[src/rtl/mul.sv]
// Sequential unsigned shift-add multiplier: one partial product per clock, start/busy handshake.
// Optional MUL_EARLY_EXIT_EN finishes as soon as the remaining multiplier bits are all zero.
module mul #(
  parameter int WIDTH = 8
) (
  input  logic               clk,
  input  logic               rst,
  input  logic [WIDTH-1:0]   a,
  input  logic [WIDTH-1:0]   b,
  input  logic               start,
  output logic [2*WIDTH-1:0] result,
  output logic               busy
);

  localparam int CNT_W = $clog2(WIDTH) + 1;

  typedef enum logic {
    IDLE = 1'b0,
    RUN  = 1'b1
  } state_e;

  state_e               state_q;
  logic [2*WIDTH-1:0]   mcand_q;
  logic [2*WIDTH-1:0]   acc_q;
  logic [2*WIDTH-1:0]   acc_d;
  logic [2*WIDTH-1:0]   result_q;
  logic [WIDTH-1:0]     mplr_q;
  logic [WIDTH-1:0]     mplr_d;
  logic [CNT_W-1:0]     cnt_q;
  logic                 busy_q;
  logic                 last_d;

  always_comb begin
    acc_d = acc_q;
    if (mplr_q[0]) acc_d = acc_q + mcand_q;
    mplr_d = mplr_q >> 1;
    last_d = (cnt_q == CNT_W'(WIDTH - 1));
`ifdef MUL_EARLY_EXIT_EN
    // Nothing left to add once the shifted multiplier is empty.
    last_d = last_d || (mplr_d == '0);
`endif
  end

  always_ff @(posedge clk or posedge rst) begin
    if (rst) begin
      state_q  <= IDLE;
      mcand_q  <= '0;
      acc_q    <= '0;
      result_q <= '0;
      mplr_q   <= '0;
      cnt_q    <= '0;
      busy_q   <= 1'b0;
    end else begin
      case (state_q)
        IDLE: begin
          if (start) begin
            mcand_q <= {{WIDTH{1'b0}}, a};
            mplr_q  <= b;
            acc_q   <= '0;
            cnt_q   <= '0;
            busy_q  <= 1'b1;
            state_q <= RUN;
          end
        end
        RUN: begin
          acc_q   <= acc_d;
          mcand_q <= mcand_q << 1;
          mplr_q  <= mplr_d;
          cnt_q   <= cnt_q + CNT_W'(1);
          if (last_d) begin
            result_q <= acc_d;
            busy_q   <= 1'b0;
            state_q  <= IDLE;
          end
        end
        default: begin
          busy_q  <= 1'b0;
          state_q <= IDLE;
        end
      endcase
    end
  end

  assign result = result_q;
  assign busy   = busy_q;

endmodule

[config.mk]
export PLATFORM = sky130hd
export DESIGN_NAME = mul
export DESIGN_NICKNAME = d
export VERILOG_FILES = /design/src/rtl/mul.sv
export SDC_FILE = /design/constraint.sdc
export NUM_CORES = 1
export LEC_CHECK = 0
export ABC_AREA = 1
export ABC_CLOCK_PERIOD_IN_PS = 2700
export BUFFER_PORTS_ARGS = -buffer_cell sky130_fd_sc_hd__buf_2
export CELL_PAD_IN_SITES_DETAIL_PLACEMENT = 1
export CELL_PAD_IN_SITES_GLOBAL_PLACEMENT = 2
export CORE_MARGIN = 2
export CORE_UTILIZATION = 35
export DETAILED_ROUTE_END_ITERATION = 16
export GPL_TIMING_DRIVEN = 0
export PLACE_DENSITY_LB_ADDON = 0.08
export SYNTH_ARGS = -nofsm -noshare
export SYNTH_HDL_FRONTEND = slang
export SYNTH_SLANG_ARGS = --single-unit
[constraint.sdc]
create_clock -name clk -period 2.7 [get_ports clk]
set_clock_uncertainty 0.05 [all_clocks]
set_input_delay 0.54 -clock clk [delete_from_list [all_inputs] [get_ports clk]]
set_output_delay 0.54 -clock clk [all_outputs]
set_load 0.005 [all_outputs]
==> results of run 1 <==
-- per-stage QoR --
step / total power [uW] / instances
4_1_cts: 5207 / 649
5_1_grt: 5662 / 649
2_1_floorplan: 3456 / 464
6_report: 5151 / 649
3_3_place_gp: 4108 / 632
3_5_place_dp: 4208 / 633
-- path summary, 6_finish.rpt --
kind | start | endpoint | cells after the start
worst min-delay path | rst | acc_q[12] | 2
max in group asynchronous | rst | acc_q[7] | 3
min in group clk | b[3] | mplr_q[3] | 3
worst min register to register | result[13] | result[13] | 2
worst max-delay path | mcand_q[0] | result[10] | 12
worst max register to register | mcand_q[0] | result[10] | 12
-- registers in the layout, summed over array words and instances (netlist names) --
name and count:
result 16, state_q 1, busy 1, mcand_q 16, mplr_q 8, cnt_q 4, acc_q 16
-- kinds of logic (layout without fill, tap and decap cells) --
| group | Yosys count | in the layout | synth area share (%) |
|---|---|---|---|
| simple gates | 253 | 253 | 31.30 |
| buf+inv | 77 | 129 | 9.884 |
| flops | 62 | 62 | 43.31 |
| compound gates | 49 | 49 | 7.859 |
| fa+ha+maj | 17 | 17 | 6.147 |
| xor+xnor | 5 | 5 | 1.223 |
| mux | 1 | 1 | 0.2794 |
-- synth_stat cells (all sizes together), types with 3 or more instances --
cell type	instances	area, um2
nor2	15	61.31
ha	16	200.2
nand3	48	265.3
o22ai	9	56.30
a21oi	8	43.79
nor3	3	30.03
xnor2	3	26.28
clkbuf	4	25.02
nand2	171	656.9
inv	62	232.7
o21ai	25	125.1
dfrtp	62	1551
or2	10	65.07
buf	10	83.83
-- layer usage --
layer | GRT usage (%) | vias up | part of all wire (%)
met5 | 0 | - | 0
met4 | 6.000 | 0 | 1.4
met3 | 3.182 | 13 | 3.1
met2 | 30.10 | 40 | 44
met1 | 27.26 | 1472 | 51
li1 | - | 1570 | -
-- power by group --
part,switching (uW),total [uW],internal (uW)
Combinational,1580,2570,991
Sequential,285,1610,1320
Clock,425,976,551
Total,2290,5150,2870
-- layout make-up --
type | count | area share (%)
tap | 133 | 3.986
multi-input combinational | 325 | 40.16
inverter | 62 | 5.574
buffer | 15 | 2.907
sequential | 62 | 37.16
clock inverter | 6 | 2.248
timing repair buffer | 36 | 4.675
clock buffer | 10 | 3.296
==> results.sh, run 1 <==
export IMPL_cts_buffer_depth=2
export IMPL_ff2ff_setup_slack_ps=560
export IMPL_vdd_drop_max_v=0.0003801
export IMPL_first_global_vias=3275
export IMPL_worstSetupPathType="flip-flop to flip-flop"
export IMPL_antenna_found_initial=0
export IMPL_synthFlopType="dfrtp_1"
export IMPL_maxCapViolCount=0
export IMPL_period_share_pct=79.25
export IMPL_die_w_um=105.2
export IMPL_vias_per_cell=4.769
export IMPL_fill_cells=1240
export IMPL_ys_seq_area_share_pct=43.31
export IMPL_drive_gt1_share_pct=19.19
export IMPL_overflow=0
export IMPL_critPathBufInv=0
export IMPL_multi_input_area_um2=1677
export IMPL_leakagePower_uw=0.002227
export IMPL_first_iter_violations=91
export IMPL_drt_wl_total_mm=9.765
export IMPL_cp_max_fo=3
export IMPL_cts_clk_slew_worst_paths_ps=80
export IMPL_initial_utilization_pct=36.31
export IMPL_final_util_pct=42.33
export IMPL_ys_ff_latch=62
export IMPL_num_vias=3095
export IMPL_seq_area_um2=1551
export IMPL_setup_viol=0
export IMPL_avgSynthCellArea_um2=7.720
export IMPL_ys_async_sr_fraction_pct=100.0
export IMPL_clock_sinks=62
export IMPL_hpwl_mm=7.442
export IMPL_cts_root_buf="clkbuf_8"
export IMPL_syn_to_final_growth_pct=16.56
export IMPL_cts_buffers=9
export IMPL_cp_start_kind="flip-flop"
export IMPL_finish_instance_area_um2=4175
export IMPL_worstSkewPairLatency_ps=350
export IMPL_grt_start_max_net_pins=41
export IMPL_ant_nets=0
export IMPL_hold_viol_final=0
export IMPL_grt_setup_unrepaired="no"
export IMPL_cts_resized=0
export IMPL_final_cell_mix="165 x nand2_1, 62 x dfrtp_1, 53 x inv_1"
export IMPL_netlist_area_um2=3582
export IMPL_mostFrequentLayoutCell="nand2_1"
export IMPL_synth_cell_types=37
export IMPL_slew_limit_headroom_pct=61.58
export IMPL_synth_edf_count=0
export IMPL_worstPathRequired_ps=2900
export IMPL_path_common_cell="nand2_1"
export IMPL_min_period_ps=2140
export IMPL_arrival_ps=2340
export IMPL_grt_usage_pct=19.27
export IMPL_grt_pass1_wl_mm=16.59
export IMPL_route_detailed_drc=0
export IMPL_ios=36
export IMPL_slew_viol_final=0
export IMPL_crit_family="simple AND/OR/NAND/NOR gates"
export IMPL_hp_class="input port to asynchronous set/reset pin"
export IMPL_tritoncts="yes"
export IMPL_path_cells="ha_1 -> fa_1 -> nand2_1 -> nand2_1 -> nand3b_1 -> nand2_1 -> nand2_1 -> nand2_1 -> nand2_1 -> nand3_1 -> nand3_1 -> nand2_1"
export IMPL_post_cts_setup_buffer_count=0
export IMPL_critPathCaptureType="flip-flop"
export IMPL_diodes=0
export IMPL_syn_inst=464
export IMPL_ctsHtreeMaxLevel=3
export IMPL_place_area_um2=3944
export IMPL_dr_pass1_iters=4
export IMPL_syn_nets=500
export IMPL_gp_congestion=0.7672
export IMPL_fmax_ghz=0.4673
export IMPL_portBuffers=35
export IMPL_postCtsHoldBufs=0
export IMPL_ys_warn_count=0
export IMPL_worst_hold_slack_ps=162.6
export IMPL_setup_tns_ps=0
export IMPL_die_area_um2=11060
export IMPL_die_height_um=105.2
export IMPL_num_rows=36
export IMPL_cpMaxStageDelayCell="fa_1"
export IMPL_cpPeakStageDelay_ps=430
export IMPL_final_nets=547
export IMPL_status="completed"
export IMPL_worst_pin_slew_ps=576.3
export IMPL_fin_ws_ps=560.2
export IMPL_p_per_area_nw_per_um2=1234
export IMPL_core_um2=9864
export IMPL_post_drt_wl_per_cell_um=15.05
export IMPL_place_worst_setup_slack_ps=601.7
(Power assumes the default switching activity.)
==> run 2: changes to the inputs <==
Settings changed: ABC_CLOCK_PERIOD_IN_PS 2700 to 2200.
Clock period 2.7 ns to 2.2 ns, I/O delays scaled along.
==> results.sh, run 2 (synthesized netlist as in run 1, its figures left out) <==
export IMPL_worstPathRequired_ps=2400
export IMPL_route_detailed_drc=0
export IMPL_num_rows=36
export IMPL_arrival_ps=2220
export IMPL_drt_wl_total_mm=9.755
export IMPL_ctsHtreeMaxLevel=3
export IMPL_leakagePower_uw=0.002224
export IMPL_cp_start_kind="flip-flop"
export IMPL_drive_gt1_share_pct=19.57
export IMPL_ant_nets=0
export IMPL_postCtsHoldBufs=0
export IMPL_hpwl_mm=7.442
export IMPL_cts_resized=0
export IMPL_dp_cells=633
export IMPL_gp_congestion=0.7672
export IMPL_slew_viol_final=0
export IMPL_grt_pass1_wl_mm=16.59
export IMPL_cpMaxStageDelayCell="dfrtp_1"
export IMPL_die_area_um2=11060
export IMPL_post_cts_setup_buffer_count=0
export IMPL_portBuffers=35
export IMPL_antenna_found_initial=0
export IMPL_grt_usage_pct=19.27
export IMPL_cpPeakStageDelay_ps=410
export IMPL_slew_limit_headroom_pct=60.60
export IMPL_status="completed"
export IMPL_vias_per_cell=4.787
export IMPL_die_w_um=105.2
export IMPL_diodes=0
export IMPL_cts_root_buf="clkbuf_8"
export IMPL_worstSkewPairLatency_ps=350
export IMPL_vdd_drop_max_v=0.0004657
export IMPL_initial_utilization_pct=36.31
export IMPL_worst_pin_slew_ps=591.0
export IMPL_worstSetupPathType="flip-flop to flip-flop"
export IMPL_cts_buffer_depth=2
export IMPL_final_cell_mix="164 x nand2_1, 62 x dfrtp_1, 53 x inv_1"
export IMPL_core_um2=9864
export IMPL_p_per_area_nw_per_um2=1513
export IMPL_first_global_vias=3275
export IMPL_grt_start_max_net_pins=41
export IMPL_clock_sinks=62
export IMPL_syn_to_final_growth_pct=16.70
export IMPL_maxCapViolCount=0
export IMPL_hold_viol_final=0
export IMPL_grt_setup_unrepaired="yes"
export IMPL_cts_buffers=9
export IMPL_post_drt_wl_per_cell_um=15.03
export IMPL_fmax_ghz=0.4943
export IMPL_first_iter_violations=91
export IMPL_cp_max_fo=3
export IMPL_path_cells="ha_1 -> fa_2 -> nand2_1 -> nand2_1 -> nand3b_1 -> nand2_2 -> nand2_1 -> nand2_1 -> nand2_1 -> nand3_2 -> nand3_1 -> nand2_1"
export IMPL_setup_viol=0
export IMPL_min_period_ps=2023
export IMPL_setup_tns_ps=0
export IMPL_dr_pass1_iters=4
export IMPL_worst_hold_slack_ps=60.67
export IMPL_hp_class="input port to asynchronous set/reset pin"
export IMPL_num_vias=3107
export IMPL_ios=36
export IMPL_cts_clk_slew_worst_paths_ps=80
export IMPL_stdcell_count=649
export IMPL_period_share_pct=91.96
export IMPL_critPathCaptureType="flip-flop"
export IMPL_final_nets=547
export IMPL_overflow=0
export IMPL_path_common_cell="nand2_1"
export IMPL_tritoncts="yes"
export IMPL_die_height_um=105.2
export IMPL_mostFrequentLayoutCell="nand2_1"
==> run 2: cell counts in the layout (fill, tap and decap cells not counted) <==
No cell type changed its count.
==> run 2: report_power, final <==
part           total, uW  leakage (uW)  internal (uW)  switching, uW
combinational       3150       0.00132           1220           1930
sequential          1970      0.000792           1620            350
clock               1200      0.000113            677            524
total               6320       0.00222           3520           2810
==> run 2: worst paths after layout <==
kind                                  from    endpoint  cells after the start  slack [ps]
min in group clk                      b[3]   mplr_q[3]                      3         240
worst max-delay path            mcand_q[0]   acc_q[14]                     12         180
worst max register to register  mcand_q[0]   acc_q[14]                     12         180
worst min-delay path                   rst   acc_q[12]                      2          60
max in group asynchronous              rst    acc_q[7]                      3        1440
worst min register to register  result[13]  result[13]                      2         430
==> run 2: cell type report <==
| type | count | area, um2 |
|---|---|---|
| timing repair buffer | 36 | 195.2 |
| multi-input combinational | 325 | 1682 |
| inverter | 62 | 232.7 |
| fill | 1238 | 5684 |
| tap | 133 | 166.4 |
| clock buffer | 10 | 137.6 |
| sequential | 62 | 1551 |
| clock inverter | 6 | 93.84 |
| buffer | 15 | 121.4 |
==> run 2: routing by layer <==
metal	wire length, um	vias to the layer above	GRT usage (%)
li1	-	1570	-
met1	4968	1484	27.26
met2	4359	40	30.10
met3	292	13	3.182
met4	135	0	6.000
met5	0	-	0
==> run 2: worst max-delay path, delay by kind of cell (launching register included) <==
kind,cells,cell delay [ps]
fa+ha+maj,2,620
flops,1,410
simple gates,10,840
==> run 2: per-stage QoR <==
stage / cell area, um2 / total power (uW) / util [%] / setup WS [ps]
global placement: 3924 / 5041 / 39.78 / -768.1
floorplan: 3582 / 4242 / - / 168.6
CTS: 4175 / 6390 / 42.33 / 67.48
finish: 4180 / 6325 / 42.38 / 176.9
global route: 4180 / 6955 / 42.38 / -18.86
detailed placement: 3944 / 5165 / 39.98 / 101.7
